File: src/rtl/wb_unit_result_buffer.sv
// -----------------------------------------------------------------------------
// wb_unit_result_buffer
//
// Unit-side result queue that feeds the writeback arbiter. A functional unit
// pushes completed results {id, rd} and the oldest queued result is presented
// to writeback on wb_done/wb_id/wb_rd until it is acknowledged. The unit can
// therefore keep completing work while writeback is busy with other units.
//
// Ports:
//   clk        core clock
//   rst        asynchronous reset, active-low
//   in_valid   unit presents a completed result
//   in_ready   buffer can accept a result this cycle
//   in_id      instruction ID of the incoming result
//   in_rd      incoming result data
//   wb_done    head result available to writeback
//   wb_id      head instruction ID (0 when empty)
//   wb_rd      head result data (0 when empty)
//   wb_ack     writeback accepted the head this cycle
//   count      current occupancy (0..DEPTH)
//   proto_err  sticky protocol-violation flag, cleared only by reset
//
// Handshake semantics (both sides):
//   A transfer happens on a rising clk edge where the producer's valid
//   (in_valid / wb_done) and the consumer's ready (in_ready / wb_ack) are both
//   high. in_ready and wb_done come from registered state only, so neither has
//   a combinational dependency on in_* or wb_ack. Asserting in_valid while
//   in_ready is low, or wb_ack while wb_done is low, is a protocol violation:
//   the event is dropped and proto_err latches high.
// -----------------------------------------------------------------------------
module wb_unit_result_buffer #(
  parameter int DEPTH      = 4,   // power of two, minimum 2
  parameter int DATA_WIDTH = 32,
  parameter int ID_WIDTH   = 4    // LOG2_MAX_IDS of the core's id_t
) (
  input  logic                     clk,
  input  logic                     rst,
  input  logic                     in_valid,
  output logic                     in_ready,
  input  logic [ID_WIDTH-1:0]      in_id,
  input  logic [DATA_WIDTH-1:0]    in_rd,
  output logic                     wb_done,
  output logic [ID_WIDTH-1:0]      wb_id,
  output logic [DATA_WIDTH-1:0]    wb_rd,
  input  logic                     wb_ack,
  output logic [$clog2(DEPTH):0]   count,
  output logic                     proto_err
);

  localparam int PW = $clog2(DEPTH);
  localparam int CW = PW + 1;
  localparam logic [CW-1:0] FULL_CNT = CW'(DEPTH);

  typedef struct packed {
    logic [ID_WIDTH-1:0]   id;
    logic [DATA_WIDTH-1:0] rd;
  } entry_t;

  entry_t          mem [DEPTH];
  entry_t          head_entry;
  logic [PW-1:0]   head_q;
  logic [PW-1:0]   tail_q;
  logic [CW-1:0]   count_q;
  logic            proto_err_q;

  logic            push;
  logic            pop;
  logic            bad_push;
  logic            bad_ack;

  // Flow control and head visibility are pure functions of the occupancy
  // register; this is what keeps wb_ack out of in_ready's cone and in_* out
  // of the wb_* cone.
  assign in_ready = (count_q != FULL_CNT);
  assign wb_done  = (count_q != '0);

  assign push     = in_valid & in_ready;
  assign pop      = wb_ack & wb_done;
  assign bad_push = in_valid & ~in_ready;
  assign bad_ack  = wb_ack & ~wb_done;

  // Pointers and occupancy. Pointers are exactly PW bits wide, so with a
  // power-of-two DEPTH the increment wraps DEPTH-1 -> 0 on its own; count
  // tells full apart from empty when the pointers coincide.
  always_ff @(posedge clk or negedge rst) begin
    if (!rst) begin
      head_q      <= '0;
      tail_q      <= '0;
      count_q     <= '0;
      proto_err_q <= 1'b0;
    end else begin
      if (push) tail_q <= tail_q + PW'(1);
      if (pop)  head_q <= head_q + PW'(1);
      case ({push, pop})
        2'b10:   count_q <= count_q + CW'(1);
        2'b01:   count_q <= count_q - CW'(1);
        default: count_q <= count_q;
      endcase
      if (bad_push || bad_ack) proto_err_q <= 1'b1;
    end
  end

  // Storage needs no reset: an entry is only ever observed while count says
  // it is live, and reset clears count.
  always_ff @(posedge clk) begin
    if (push) mem[tail_q] <= '{id: in_id, rd: in_rd};
  end

  assign head_entry = mem[head_q];

  // Zero the bus when empty so stale entries never leak out, including the
  // instant an asynchronous reset clears count.
  assign wb_id     = wb_done ? head_entry.id : '0;
  assign wb_rd     = wb_done ? head_entry.rd : '0;
  assign count     = count_q;
  assign proto_err = proto_err_q;

endmodule
File: config.mk
export PLATFORM = sky130hd
export DESIGN_NAME = wb_unit_result_buffer
export DESIGN_NICKNAME = d
export VERILOG_FILES = /design/src/rtl/wb_unit_result_buffer.sv
export SDC_FILE = /design/constraint.sdc
export NUM_CORES = 1
export LEC_CHECK = 0
export CAP_MARGIN = 20
export CORE_MARGIN = 2
export CORE_UTILIZATION = 57
export DETAILED_ROUTE_END_ITERATION = 12
export GPL_ROUTABILITY_DRIVEN = 0
export PLACE_DENSITY_LB_ADDON = 0.08
export SKIP_CTS_REPAIR_TIMING = 1
export SKIP_LAST_GASP = 1
export SLEW_MARGIN = 40
export SYNTH_ARGS = -nofsm -noshare
export SYNTH_HDL_FRONTEND = slang
export SYNTH_SLANG_ARGS = --single-unit
File: constraint.sdc
create_clock -name clk -period 6.9 [get_ports clk]
set_clock_uncertainty 0.1 [all_clocks]
set_input_delay 1.035 -clock clk [delete_from_list [all_inputs] [get_ports clk]]
set_output_delay 1.035 -clock clk [all_outputs]
set_load 0.03 [all_outputs]
Word level (Yosys, flattened, before mapping)

Memories as Yosys holds them, arrays and structs flattened.
Index checks and enable logic that the tools add are counted.

Flip-flop bits (word level): 8
Memory bits (writable): 144
Output and inout port bits: 42
Memories: 1

Add/subtract/negate cells: 4
Equality and inequality tests: 3
Multiplexer cells: 5
Bitwise operators: 6
Reductions and logical operators: 3

Memory list:

| name | depth | bits a word | rd ports | clocked after memory_dff | wr ports | RTL line | RTL |
|---|---|---|---|---|---|---|---|
| mem  | 4     | 36          | 1        | 0                        | 1        | 59       | `entry_t mem [DEPTH];` |

Operator list:

| operator                                            | count |
|---|---|
| 2-to-1 mux 32 bit                                   | 1 |
| one-hot mux 3 bit (2 select lines)                  | 1 |
| adder 2 x 1 -> 2 bit, second input constant         | 2 |
| AND 1 bit                                           | 4 |
| 2-to-1 mux 4 bit                                    | 1 |
| adder 3 x 1 -> 3 bit, second input constant         | 1 |
| inequality test 3 bit, second input constant        | 1 |
| nonzero test 3 bit                                  | 1 |
| subtractor 3 x 1 -> 3 bit, second input constant    | 1 |
| equality test 2 x 1 -> 1 bit, second input constant | 1 |
| equality test 2 bit, second input constant          | 1 |
| 2-to-1 mux 1 bit                                    | 2 |
| NOT 1 bit                                           | 2 |
| nonzero test 2 bit                                  | 1 |
| logical OR 1 bit                                    | 1 |

Logic depth before layout (Yosys ltp)

Gate-level depths: netlist of the first run.

Depth in word-level cells: 4
Mapped depth: 9
Mapped depth without buffers: 9

Least setup slack after synthesis of the first run

No wires, ideal clock.

Path type: input-to-reg
Start point: in in_valid
End point: mem mem[0][0] in the netlist's numbering (enable)
Arrival time: 2,286 ps
Required time: 6,403 ps
Path slack: 4,117 ps
Stages: 2
Path through: nor2b_1 > and2_1

Word-level cells in the longest chain between the ends: 3

Ends and longest elaborated chain:

| element                                | RTL line | RTL |
|---|---|---|
| start: declaration                     | 38       | `input logic in_valid,` |
| AND 1 bit                              | 77       | `assign push = in_valid & in_ready;` |
| 2-to-1 mux 1 bit                       | 106      | `if (push) mem[tail_q] <= '{id: in_id, rd: in_rd};` |
| 2-to-1 mux 1 bit (not written as such) | 106      |  |
| end: declaration                       | 59       |  |

Every way passes these cells.

Worst setup path in the final report of the first run

Start point: reg head_q[0]
End point: out wb_rd[21]

Word-level cells in the longest chain between the ends: 2

Ends and longest elaborated chain:

| element                  | RTL line | RTL |
|---|---|---|
| start: declaration       | 61       | `logic [PW-1:0] head_q;` |
| start signal: assignment | 93       | `if (pop) head_q <= head_q + PW'(1);` |
| memory (4 x 36 bit)      | n/a      |  |
| 2-to-1 mux 32 bit        | 114      | `assign wb_rd = wb_done ? head_entry.rd : '0;` |
| end: declaration         | 44       | `output logic [DATA_WIDTH-1:0] wb_rd,` |

Every way passes these cells.

==> metrics.md, run 1 <==
| Metric | Value |
|---|---|
| Number of maximum-capacitance constraint violations | `0` |
| Clock Pin Slew Worst Setup and Hold Paths | `60 ps` |
| Routed wire length | `10.1 mm` |
| Fin cells | `508` |
| Initial antenna violation count | `0` |
| Worst-case clock buffer depth | `2` |
| Crit-path max FO | `23` |
| Post-route total power | `3.59 mW` |
| Largest net degree at the start of global routing | `41` |
| 1st-iter DRT viols | `99` |
| Unique masters post-synth | `21` |
| Peak Freq | `237 MHz` |
| GR Overflow Total | `0` |
| Number of pins exceeding their max-slew limit in the final report | `0` |
| Final antenna-violating net count | `0` |
| Floorplan row count | `37` |
| Setup crit end kind | `primary output` |
| Core footprint | `10,200 um^2` |
| CP required | `5760 ps` |
| Global-route usage over all layers | `0.198` |
| Classification of the worst setup path | `register to primary output` |
| Min-Delay Path Class | `register to register` |
| Clock latency on the worst-skew pair | `510 ps` |
| Number of input and output port buffers inserted | `81` |
| Cell total after placement | `476` |
| Worst slew margin relative to its limit | `0.576` |
| Setup slack on the worst flop-to-flop path | `4270 ps` |
| Startpoint of the worst register-to-register path | `count[0]` |
| Ratio of cells with drive above 1 in the final layout | `0.188` |
| Height of the chip | `106 um` |
| Synthesized flop and latch total | `152` |
| Wire length of the first global-routing pass | `15.9 mm` |
| Power density over cell area | `488 nW/um^2` |
| Worst Hold End | `proto_err` |
| Simple logic cell fraction of the synthesized area | `0.0492` |
| Post-route DRC | `0` |
| Leakage | `2.45 nW` |
| Share of synthesized area spent on multiplexers | `0.141` |
| Area growth, synth to finish | `25.0%` |
| CP cell instances | `buf_4, mux4_2, and2_1, clkdlybuf4s50_1` |
| Clock tree from TritonCTS | `done` |
| Post-synthesis compound-gate area fraction | `0.00170` |
| Die Outline Area | `11,200 um^2` |
| Origin of the worst setup path | `head_q[0]` |
| Unrepaired setup endpoints after global routing | `false` |
| Number of vias after detailed routing | `2,797` |
| Worst reg2reg path depth | `9` |
| Crit path time final | `4220 ps` |
| Post-synth top area cell | `sky130_fd_sc_hd__edfxtp_1` |
| Yosys warning total | `0` |
| Detailed placer's ending HPWL | `5.58 mm` |
| Fin crit share | `0.612` |
| Maximum level of the CTS H-tree | `4` |
| Worst vdd ir | `0.245 mV` |
| Source of the worst hold timing path | `proto_err` |
| Antenna fix cells | `0` |
| Hold-critical path depth | `2` |
| Area share of xor/xnor cells in the synthesized design | `0.00891` |
| Final total negative setup slack | `0 ps` |
| DR vias/cell | `5.51` |
| TritonCTS Buffers | `17` |
| Hold Vio Cnt, Final | `0` |
| Adder and majority gate portion of the synthesized area | `0.0140` |
| Proportion of synthesized chip area in sequential cells | `0.767` |
| Highest cell delay on the worst timing path | `710 ps` |
| Count of pins on the block boundary | `82` |
| Wire length per cell | `20.0 um` |
| Critical path's slowest cell | `sky130_fd_sc_hd__dfrtp_2` |
| Fin Hold WS | `386 ps` |
| Largest family of logic cells by synthesized area | `multiplexers` |
| Number of setup violations in the final report | `0` |
| CP Launch Type | `register` |
| Clk root buf | `sky130_fd_sc_hd__clkbuf_8` |
| Post-synthesis area per instance | `21.8 um^2` |
| Fill count | `626` |
| Mapped Nets | `316` |
| Outcome | `finished clean` |
| Effective utilization at floorplan | `0.579` |
| Post-layout net count | `405` |
| Synthesized instance count | `270` |
| Least-Margin Pin Slew | `635 ps` |
| Netlist area before placement | `5900 um^2` |
| Total iterations of the first detailed-routing run | `4` |
| Via count of the first global-routing pass | `2,990` |
| Clock sinks | `152` |
| Worst path arrival time | `3080 ps` |
| Area share of the largest cell type after synthesis | `0.733` |
| Crit Reg-Reg Endpoint | `count[2]` |
| Area contributors post-synth | `sky130_fd_sc_hd__edfxtp_1 73%, sky130_fd_sc_hd__mux4_2 14%, sky130_fd_sc_hd__and2_1 4.4%, sky130_fd_sc_hd__dfrtp_1 3.4%, sky130_fd_sc_hd__ha_1 1.1%` |
| Utilization after layout | `0.723` |
| Die outline width | `106 um` |
[worst max-delay path by stage]
| stage | end | slack, ps | depth (start not counted) |
|---|---|---|---|
| after floorplan | mem[0][0] | 4120 | 2 |
| after global placement | wb_rd[19] | 3130 | 4 |
| after detailed placement | wb_rd[21] | 3150 | 4 |
| after CTS | wb_rd[21] | 2580 | 4 |
| after global routing | wb_rd[21] | 2460 | 4 |
| final | wb_rd[21] | 2680 | 4 |
[through the flow]
step,cell area [um^2],worst slack (ps)
detailed placement,6830,3150
floorplan,5900,4120
global route,7370,2460
global placement,6820,3130
CTS,7370,2580
finish,7370,2680
[cell usage after synthesis]
library cell / instances
sky130_fd_sc_hd__fa_1: 1
sky130_fd_sc_hd__or3_4: 1
sky130_fd_sc_hd__buf_2: 5
sky130_fd_sc_hd__nand3_1: 1
sky130_fd_sc_hd__clkbuf_1: 4
sky130_fd_sc_hd__a21oi_1: 1
sky130_fd_sc_hd__dfrtp_1: 8
sky130_fd_sc_hd__mux2_2: 1
sky130_fd_sc_hd__inv_1: 8
sky130_fd_sc_hd__mux2i_1: 1
sky130_fd_sc_hd__nor2_1: 1
sky130_fd_sc_hd__edfxtp_1: 144
sky130_fd_sc_hd__ha_1: 5
sky130_fd_sc_hd__xnor2_1: 3
sky130_fd_sc_hd__o21ai_0: 1
sky130_fd_sc_hd__mux4_2: 36
sky130_fd_sc_hd__and2_1: 41
sky130_fd_sc_hd__nor3b_1: 1
sky130_fd_sc_hd__buf_6: 3
sky130_fd_sc_hd__nor2b_1: 1
sky130_fd_sc_hd__xor2_1: 3
[kinds of logic (layout without fill, tap and decap cells)]
group                      count (synthesis)  count (layout)
DFF                                      152             152
AOI/OAI and AO/OA                          2               2
buffers and inverters                     20             122
muxes                                     38              38
and+or+nand+nor                           46              46
adders and majority gates                  6               6
xor gates and xnor gates                   6               6
[placed cells by master (no fill, tap or decap)]
master                            count
sky130_fd_sc_hd__and2_1              37
sky130_fd_sc_hd__clkinvlp_4           2
sky130_fd_sc_hd__fa_1                 1
sky130_fd_sc_hd__dfrtp_1              6
sky130_fd_sc_hd__nand3_1              1
sky130_fd_sc_hd__ha_1                 5
sky130_fd_sc_hd__dfrtp_4              1
sky130_fd_sc_hd__clkbuf_16           16
sky130_fd_sc_hd__mux2i_1              1
sky130_fd_sc_hd__clkbuf_8             1
sky130_fd_sc_hd__dfrtp_2              1
sky130_fd_sc_hd__xor2_1               3
sky130_fd_sc_hd__clkdlybuf4s50_1     81
sky130_fd_sc_hd__nor2_1               1
sky130_fd_sc_hd__bufinv_16            2
sky130_fd_sc_hd__a21oi_1              1
sky130_fd_sc_hd__clkinv_4             2
sky130_fd_sc_hd__nor3b_1              1
sky130_fd_sc_hd__mux4_2              36
sky130_fd_sc_hd__o21ai_0              1
sky130_fd_sc_hd__clkinv_2             2
sky130_fd_sc_hd__clkbuf_1             7
sky130_fd_sc_hd__xnor2_1              3
sky130_fd_sc_hd__inv_1                8
sky130_fd_sc_hd__buf_4                1
sky130_fd_sc_hd__and2_4               4
sky130_fd_sc_hd__mux2_2               1
sky130_fd_sc_hd__nor2b_1              1
sky130_fd_sc_hd__edfxtp_1           144
sky130_fd_sc_hd__or3_4                1
[state kept, by name, summed over array words and instances (netlist names)]
name and flops:
mem 144, tail_q 2, count 3, head_q 2, proto_err 1
[worst max-delay path: cells and delay by family, from the launching register on]
kind                   cells  cell delay, ps
buffers and inverters      2            1110
and+or+nand+nor            1             170
muxes                      1             570
DFF                        1             710
[final cells by class]
class,count,area [um^2],share of cell area
clock buffer,24,440,0.0598
clock inverter,8,103,0.0139
inverter,8,30.0,0.00408
multi-input combinational,98,1280,0.173
sequential,152,4530,0.615
tap,136,170,0.0231
timing repair buffer,82,818,0.111
[metal layers]
layer | global-route usage | vias up | share of wire
met5 | 0 | - | 0
met3 | 0.0563 | 10 | 0.047
met4 | 0.0827 | 0 | 0.011
met2 | 0.323 | 83 | 0.51
met1 | 0.253 | 1444 | 0.43
li1 | - | 1260 | -
[power by group]
group	internal, mW	total [mW]	switching (mW)
Clock	0.514	0.850	0.335
Sequential	1.23	1.35	0.125
Combinational	0.660	1.39	0.735
Note: power is estimated with default switching activity, not from simulation.
==> run 2, diff against run 1 <==
CORE_UTILIZATION = 54   (was 57)
clock period = 4.05 ns   (was 6.9 ns; I/O delays follow)
==> metrics.md, run 2 (synthesis results as in run 1) <==
| Metric | Value |
|---|---|
| Global-route usage over all layers | `0.189 (-0.00843)` |
| Crit-path max FO | `25 (+8.7%)` |
| Switching portion of total power | `0.342 (+0.00944)` |
| Height of the chip | `108 um (+2.6%)` |
| Wire length per cell | `19.3 um (-3.3%)` |
| Total iterations of the first detailed-routing run | `4 (unchanged)` |
| Wire length of the first global-routing pass | `15.6 mm (-2.0%)` |
| Via count of the first global-routing pass | `2,893 (-3.2%)` |
| Final antenna-violating net count | `0 (unchanged)` |
| Internal portion of total power | `4.00 mW (+67%)` |
| Clock latency on the worst-skew pair | `520 ps (about the same)` |
| Comb power frac | `0.406 (+0.018)` |
| Worst reg2reg path depth | `6 (-3)` |
| Floorplan row count | `38 (+2.7%)` |
| Initial antenna violation count | `0 (unchanged)` |
| Leakage | `2.48 nW (+1.4%)` |
| GR Overflow Total | `0 (unchanged)` |
| Number of maximum-capacitance constraint violations | `0 (unchanged)` |
| Peak Freq | `287 MHz` |
| Area growth, synth to finish | `25.9%` |
| Outcome | `finished clean` |
| Multi-input logic area | `1270 um^2 (-0.39%)` |
| Share of power burned in the clock network | `0.224 (-0.012)` |
| 1st-iter DRT viols | `153 (+55%)` |
| Detailed placer's ending HPWL | `6.16 mm (+10%)` |
| Worst setup slack after placement | `1090 ps (-2060 ps)` |
| Worst setup slack after layout | `568 ps (-2110 ps)` |
| CP Launch Type | `register` |
| Min-Delay Path Class | `input port to async pin` |
| Power density over cell area | `819 nW/um^2 (+68%)` |
| Switching pwr | `2.08 mW (+74%)` |
| Setup slack on the worst flop-to-flop path | `1690 ps (-2580 ps)` |
| Clock Pin Slew Worst Setup and Hold Paths | `60 ps (about the same)` |
| Number of setup violations in the final report | `0 (unchanged)` |
| Number of pins exceeding their max-slew limit in the final report | `0 (unchanged)` |
| Capture point of the critical path | `wb_rd[28]` |
| Startpoint of the worst register-to-register path | `count[0]` |
| TritonCTS Buffers | `17 (unchanged)` |
| Clock tree from TritonCTS | `done` |
| Post-route DRC | `0 (unchanged)` |
| Worst slew margin relative to its limit | `0.569 (-0.00662)` |
| Storage cell area | `4530 um^2 (about the same)` |
| Clk root buf | `sky130_fd_sc_hd__clkbuf_8` |
| Cell total after placement | `489 (+2.7%)` |
| Worst vdd ir | `0.504 mV (+110%)` |
| Crit Reg-Reg Endpoint | `count[1]` |
| Fin cells | `521 (+2.6%)` |
| Classification of the worst setup path | `register to primary output` |
| Setup crit end kind | `primary output` |
| Ratio of cells with drive above 1 in the final layout | `0.218 (+0.0297)` |
| Most common library cell in the layout ignoring fill and taps | `sky130_fd_sc_hd__edfxtp_1` |
| Crit path time final | `3480 ps` |
| Utilization after layout | `0.691 (-0.0325)` |
| Commonest cells after routing, fill and taps aside | `144 x sky130_fd_sc_hd__edfxtp_1, 81 x sky130_fd_sc_hd__clkdlybuf4s50_1, 37 x sky130_fd_sc_hd__and2_1, 36 x sky130_fd_sc_hd__mux4_2, 16 x sky130_fd_sc_hd__clkbuf_16` |
| Post-layout net count | `414 (+2.2%)` |
| Worst-case clock buffer depth | `2 (unchanged)` |
| Final total negative setup slack | `0 ps (unchanged)` |
| Largest register FFs | `144 (unchanged)` |
| Sequential group share of total power | `0.370 (-0.006)` |
| Effective utilization at floorplan | `0.549 (-0.0302)` |
| Origin of the worst setup path | `head_q[1]` |
| Unrepaired setup endpoints after global routing | `false` |
| Count of pins on the block boundary | `82 (unchanged)` |
| Die outline width | `108 um (+2.6%)` |
| Number of vias after detailed routing | `2,826 (+1.0%)` |
| Die Outline Area | `11,800 um^2 (+5.3%)` |
| Hold Vio Cnt, Final | `0 (unchanged)` |
| Worst path arrival time | `2770 ps (-310 ps)` |
| DR vias/cell | `5.42 (-1.5%)` |
| Core footprint | `10,700 um^2 (+5.5%)` |
| Clock sinks | `152 (unchanged)` |
| Fill count | `750 (+20%)` |
| Register with the most flip-flops | `mem` |
| Antenna fix cells | `0 (unchanged)` |
| CP required | `3340 ps (-2420 ps)` |
| Maximum level of the CTS H-tree | `4 (unchanged)` |
| Post-route total power | `6.08 mW (+69%)` |
| Least-Margin Pin Slew | `646 ps (+11.3 ps)` |
| Largest net degree at the start of global routing | `41 (unchanged)` |
| Fin crit share | `0.860` |
| Number of input and output port buffers inserted | `81 (unchanged)` |
| Routed wire length | `10.1 mm (-0.79%)` |
[run 2: final cells by class]
cell class / instances / area share
inverters: 8 / 0.00404
flip-flops and latches: 152 / 0.610
well taps: 140 / 0.0236
clock buffers: 18 / 0.0563
multi-input cells: 98 / 0.171
clock inverters: 14 / 0.0140
repair buffers: 91 / 0.121
[run 2: power groups by stage]
stage	clock, mW	combinational (mW)	sequential, mW
final	1.36	2.47	2.25
after floorplan	0	1.65	2.21
after detailed placement	0	2.50	2.29
after global routing	1.44	2.63	2.28
after global placement	0	2.49	2.27
after CTS	1.39	2.51	2.26
[run 2: routing by layer]
metal / vias up / global-route usage / share of wire
met2: 86 / 0.296 / 0.49
met3: 11 / 0.0470 / 0.050
met5: - / 0 / 0
li1: 1268 / - / -
met4: 0 / 0.101 / 0.014
met1: 1461 / 0.249 / 0.44
[run 2: critical path: stages, from the launching register on]
cell and delay, ps:
sky130_fd_sc_hd__dfrtp_2 780, sky130_fd_sc_hd__buf_4 350, sky130_fd_sc_hd__mux4_2 320, sky130_fd_sc_hd__and2_1 190, sky130_fd_sc_hd__clkdlybuf4s50_1 590
[run 2: how the worst min path moves through the flow]
stage               from         to  slack (ps)
3_5_place_dp   proto_err  proto_err         380
4_1_cts              rst  proto_err         270
5_1_grt              rst  proto_err         280
6_report             rst  tail_q[1]         280
3_3_place_gp   proto_err  proto_err         360
2_1_floorplan        rst   count[0]         210
[run 2: metrics by stage]
stage	hold WS [ps]	cell area (um^2)
5_1_grt	282	7420
2_1_floorplan	212	5900
4_1_cts	266	7420
3_3_place_gp	363	6900
6_report	280	7420
3_5_place_dp	382	6900
==> patch 1, RTL diff (settings of run 2) <==
The parameter `DATA_WIDTH` goes from 32 to 48.
--- a/src/rtl/wb_unit_result_buffer.sv
+++ b/src/rtl/wb_unit_result_buffer.sv
@@ -31,5 +31,5 @@
 module wb_unit_result_buffer #(
   parameter int DEPTH      = 4,   // power of two, minimum 2
-  parameter int DATA_WIDTH = 32,
+  parameter int DATA_WIDTH = 48,
   parameter int ID_WIDTH   = 4    // LOG2_MAX_IDS of the core's id_t
 ) (
Interface: changed (resized in_rd and wb_rd); port bits go from 82 to 114. No check against the original RTL was run, so the function may have changed too.
==> patch 1 against run 2 <==
Power up 41%; setup slack worse by 0.076 ns; clock power up 41%; hold slack better by 0.022 ns; wire length up 43%; area after synthesis up 42%; largest power group unchanged; final area up 40%; sequential cell count up 64; cell count up 35%.
==> patch 1: results (changes against run 2) <==
| Metric | Value |
|---|---|
| Filler cell count | `1007 (+34%)` |
| Status | `complete, no violations` |
| Vias in the first global route | `4108 (+42%)` |
| Hold_ws | `0.302 ns (+0.0220 ns)` |
| M1 wire length | `6.18 mm (+38%)` |
| Ranking of synthesized cells by area | `edfxtp_1, mux4_2, and2_1` |
| Syn_nets | `434 (+37%)` |
| Met2 routed WL | `7.29 mm (+47%)` |
| Async SR Flop Fraction | `0.0370 (-0.0156)` |
| Detailed Place HPWL | `8.50 mm (+38%)` |
| Leading cell types by count after synthesis | `edfxtp_1, and2_1, mux4_2` |
| EDFF count, synth | `208 (+44%)` |
| Crit-path slowest cell | `dfrtp_4` |
| DRT iter0 DRCs | `210 (+37%)` |
| Clock Tree Buf Depth | `3 (+1)` |
| CP max stage delay | `0.65 ns (-0.13 ns)` |
| H-Tree Depth | `1 (-3)` |
| Max VDD drop | `0.000575 V (+14%)` |
| WP data arrival | `2.85 ns (+0.08 ns)` |
| Psw | `0.00282 W (+35%)` |
| Largest net degree at the start of global routing | `57 (+39%)` |
| Routed WL | `14.4 mm (+43%)` |
| Met3 WL | `693 µm (+38%)` |
| Static leakage | `3.45 nW (+39%)` |
| R2R Setup Slk | `1.61 ns (-0.08 ns)` |
| Seq/Total Area, Yosys | `0.769 (+0.00201)` |
| CTS buffer count | `23 (+6)` |
| Maximum net fanout on the critical path | `17 (-32%)` |
| Layout cells sized above 1 | `0.179 (-0.0392)` |
-- patch 1: cell types whose count changed in the layout (fill, tap and decap cells not counted), sizes merged --
cell	change
buf	-2
clkinvlp	-4
bufinv	+2
clkbuf	+12
inv	-2
and2	+16
mux4	+16
edfxtp	+64
clkdlybuf4s50	+32
-- patch 1: area by class of cell --
cell class | instances | area (µm²) | area share
Clock buffer | 30 | 602 | 0.0577
Clock inverter | 10 | 93.8 | 0.00900
Inverter | 8 | 30.0 | 0.00288
Multi-Input combinational cell | 130 | 1750 | 0.168
Sequential cell | 216 | 6450 | 0.619
Tap cell | 188 | 235 | 0.0226
Timing Repair Buffer | 121 | 1270 | 0.121
-- patch 1: metrics by stage --
| stage | cell area (µm²) | worst slack (ns) | power (W) |
|---|---|---|---|
| after floorplan | 8380 | 1.22 | 0.00550 |
| after global placement | 9730 | 0.966 | 0.00672 |
| after detailed placement | 9730 | 0.951 | 0.00677 |
| after CTS | 10400 | 0.429 | 0.00871 |
| after global routing | 10400 | 0.320 | 0.00899 |
| final | 10400 | 0.492 | 0.00858 |
-- patch 1: how the worst max path moves through the flow --
stage	endpoint	slack [ns]	cells past startpoint
6_report	wb_rd[43]	0.49	4
5_1_grt	wb_rd[43]	0.32	4
4_1_cts	wb_rd[43]	0.43	4
3_5_place_dp	wb_rd[43]	0.95	4
3_3_place_gp	wb_rd[43]	0.97	4
2_1_floorplan	mem[0][0]	1.22	3
-- patch 1: routing by layer --
layer | vias to the layer above | global-route usage
li1 | 1756 | -
met1 | 2024 | 0.251
met2 | 102 | 0.305
met3 | 23 | 0.0374
met4 | 0 | 0.0448
met5 | - | 0
-- patch 1: power groups by stage --
stage | registers (W) | clock network (W) | logic [W]
global route | 0.00320 | 0.00207 | 0.00372
global placement | 0.00318 | 0 | 0.00354
detailed placement | 0.00321 | 0 | 0.00356
CTS | 0.00316 | 0.00198 | 0.00357
floorplan | 0.00312 | 0 | 0.00238
finish | 0.00315 | 0.00192 | 0.00350
-- patch 1: cells by family (layout without fill, tap and decap cells) --
group                      after synthesis  in the layout  synth area share
AOI/OAI and AO/OA                        2              2           0.00119
DFF                                    216            216             0.769
adders and majority gates                6              6           0.00986
and+or+nand+nor                         62             62            0.0460
buffers and inverters                   26            169            0.0231
xor gates and xnor gates                 6              6           0.00627
muxes                                   54             54             0.144
==> patch 2, RTL diff (flow settings as in run 2) <==
Without the edit above. Make the reset (`rst`) synchronous in one clocked block. Comments in the files are not updated.
--- a/src/rtl/wb_unit_result_buffer.sv
+++ b/src/rtl/wb_unit_result_buffer.sv
@@ -83,5 +83,5 @@
   // power-of-two DEPTH the increment wraps DEPTH-1 -> 0 on its own; count
   // tells full apart from empty when the pointers coincide.
-  always_ff @(posedge clk or negedge rst) begin
+  always_ff @(posedge clk) begin
     if (!rst) begin
       head_q      <= '0;
Check against the original RTL: differs if rst is asserted again (counterexample within 4 cycles, from zero or initial values and one cycle with rst low); with rst held inactive, the same outputs for 10 cycles.
==> patch 2 against run 2 <==
Area after synthesis up 1.3%; clock power up 9%; power down 11%; wire length up 0.40%; sequential cell count up 2; first-iteration DRC count down 0.65%; setup slack better by 0.080 ns; final area up 1.2%; critical path type unchanged; largest cell class unchanged; largest power group is now sequential cells.
==> patch 2: results (changes against run 2) <==
| Metric | Value |
|---|---|
| Syn_nets | `333 (+5.4%)` |
| Maximum net fanout on the critical path | `22 (-12%)` |
| Die area | `11900 µm² (+1.2%)` |
| Library cells used by synthesis | `24 (+14%)` |
| GR Util met3 | `0.0418 (-0.00518)` |
| Layout cells sized above 1 | `0.203 (-0.0148)` |
| Status | `complete, no violations` |
| Vias in the first global route | `2957 (+2.2%)` |
| Met2 routed WL | `5.13 mm (+3.6%)` |
| WP data arrival | `2.69 ns (-0.08 ns)` |
| First-pass GRT wire length | `15.9 mm (+1.5%)` |
| Met1 Use GR | `0.252 (+0.00311)` |
| CP max stage delay | `0.70 ns (-0.08 ns)` |
| Initial DRT Pass Iterations | `5 (+1)` |
| Worst-Skew Late Latency | `0.50 ns (-0.02 ns)` |
| GRT Total Usage | `0.186 (-0.00309)` |
| DRT iter0 DRCs | `152 (-0.65%)` |
| Max VDD drop | `0.000471 V (-6.5%)` |
| Combinational Power Share | `0.354 (-0.052)` |
| Detailed Place HPWL | `5.93 mm (-3.6%)` |
| Met3 WL | `546 µm (+8.3%)` |
| Met2 Use GR | `0.300 (+0.00438)` |
| Worst relative slew slack | `0.599 (+0.0293)` |
| Seq. pwr | `0.00202 W (-10%)` |
| Seq/Total Area, Yosys | `0.758 (-0.00949)` |
| Nets | `427 (+3.1%)` |
| R2R Setup Slk | `1.49 ns (-0.20 ns)` |
| Static leakage | `2.42 nW (-2.5%)` |
| Largest net degree at the start of global routing | `43 (+4.9%)` |
| Psw | `0.00175 W (-16%)` |
| Worst setup path endpoint | `wb_id[2]` |
| Via Count | `2875 (+1.7%)` |
| FF-to-FF End | `count[2]` |
| Ranking of synthesized cells by area | `edfxtp_1, mux4_2, nor2b_1` |
| Worst Hold Class | `flop to flop` |
| Crit-path slowest cell | `dfxtp_2` |
## patch 2: cell count changes in the layout (fill, tap and decap cells not counted), sizes merged, moves of 3 or more
cell | before | now
o21ai | 1 | 5
dfrtp | 8 | 0
and2 | 41 | 6
dfxtp | 0 | 10
nor2b | 1 | 37
a21boi | 0 | 4
buf | 10 | 7
nand2 | 0 | 9
## patch 2: logic make-up after synthesis
| kind of cell | share of synthesized area |
|---|---|
| AND/OR/NAND/NOR | 0.0570 |
| flip-flops | 0.758 |
| adder cells (fa/ha/maj) | 0.0138 |
| buffers and inverters | 0.0189 |
| XOR/XNOR | 0.00293 |
| AO/OA/AOI/OAI | 0.0103 |
| multiplexers | 0.139 |
## patch 2: critical path, delay by kind of cell (launching register included)
kind                   cells  cell delay (ns)
buffers and inverters      2             0.96
and+or+nand+nor            1             0.15
muxes                      1             0.36
DFF                        1             0.70
## patch 2: stage by stage
| stage | hold slack [ns] | worst slack [ns] | cells | total power (W) | cell area [µm²] |
|---|---|---|---|---|---|
| CTS | 0.405 | 0.574 | 534 | 0.00547 | 7510 |
| floorplan | 0.356 | 1.54 | 287 | 0.00327 | 5970 |
| global route | 0.435 | 0.501 | 534 | 0.00566 | 7510 |
| finish | 0.400 | 0.648 | 534 | 0.00541 | 7510 |
| global placement | 0.371 | 1.05 | 502 | 0.00396 | 6950 |
| detailed placement | 0.391 | 1.00 | 502 | 0.00398 | 6950 |
## patch 2: cell type report
type                       instances  area (µm²)
sequential                       154        4530
fill                             680        3280
multi-input combinational        113        1340
timing repair buffer              88         876
clock buffer                      19         422
tap                              140         175
clock inverter                    13         145
inverter                           7        26.3
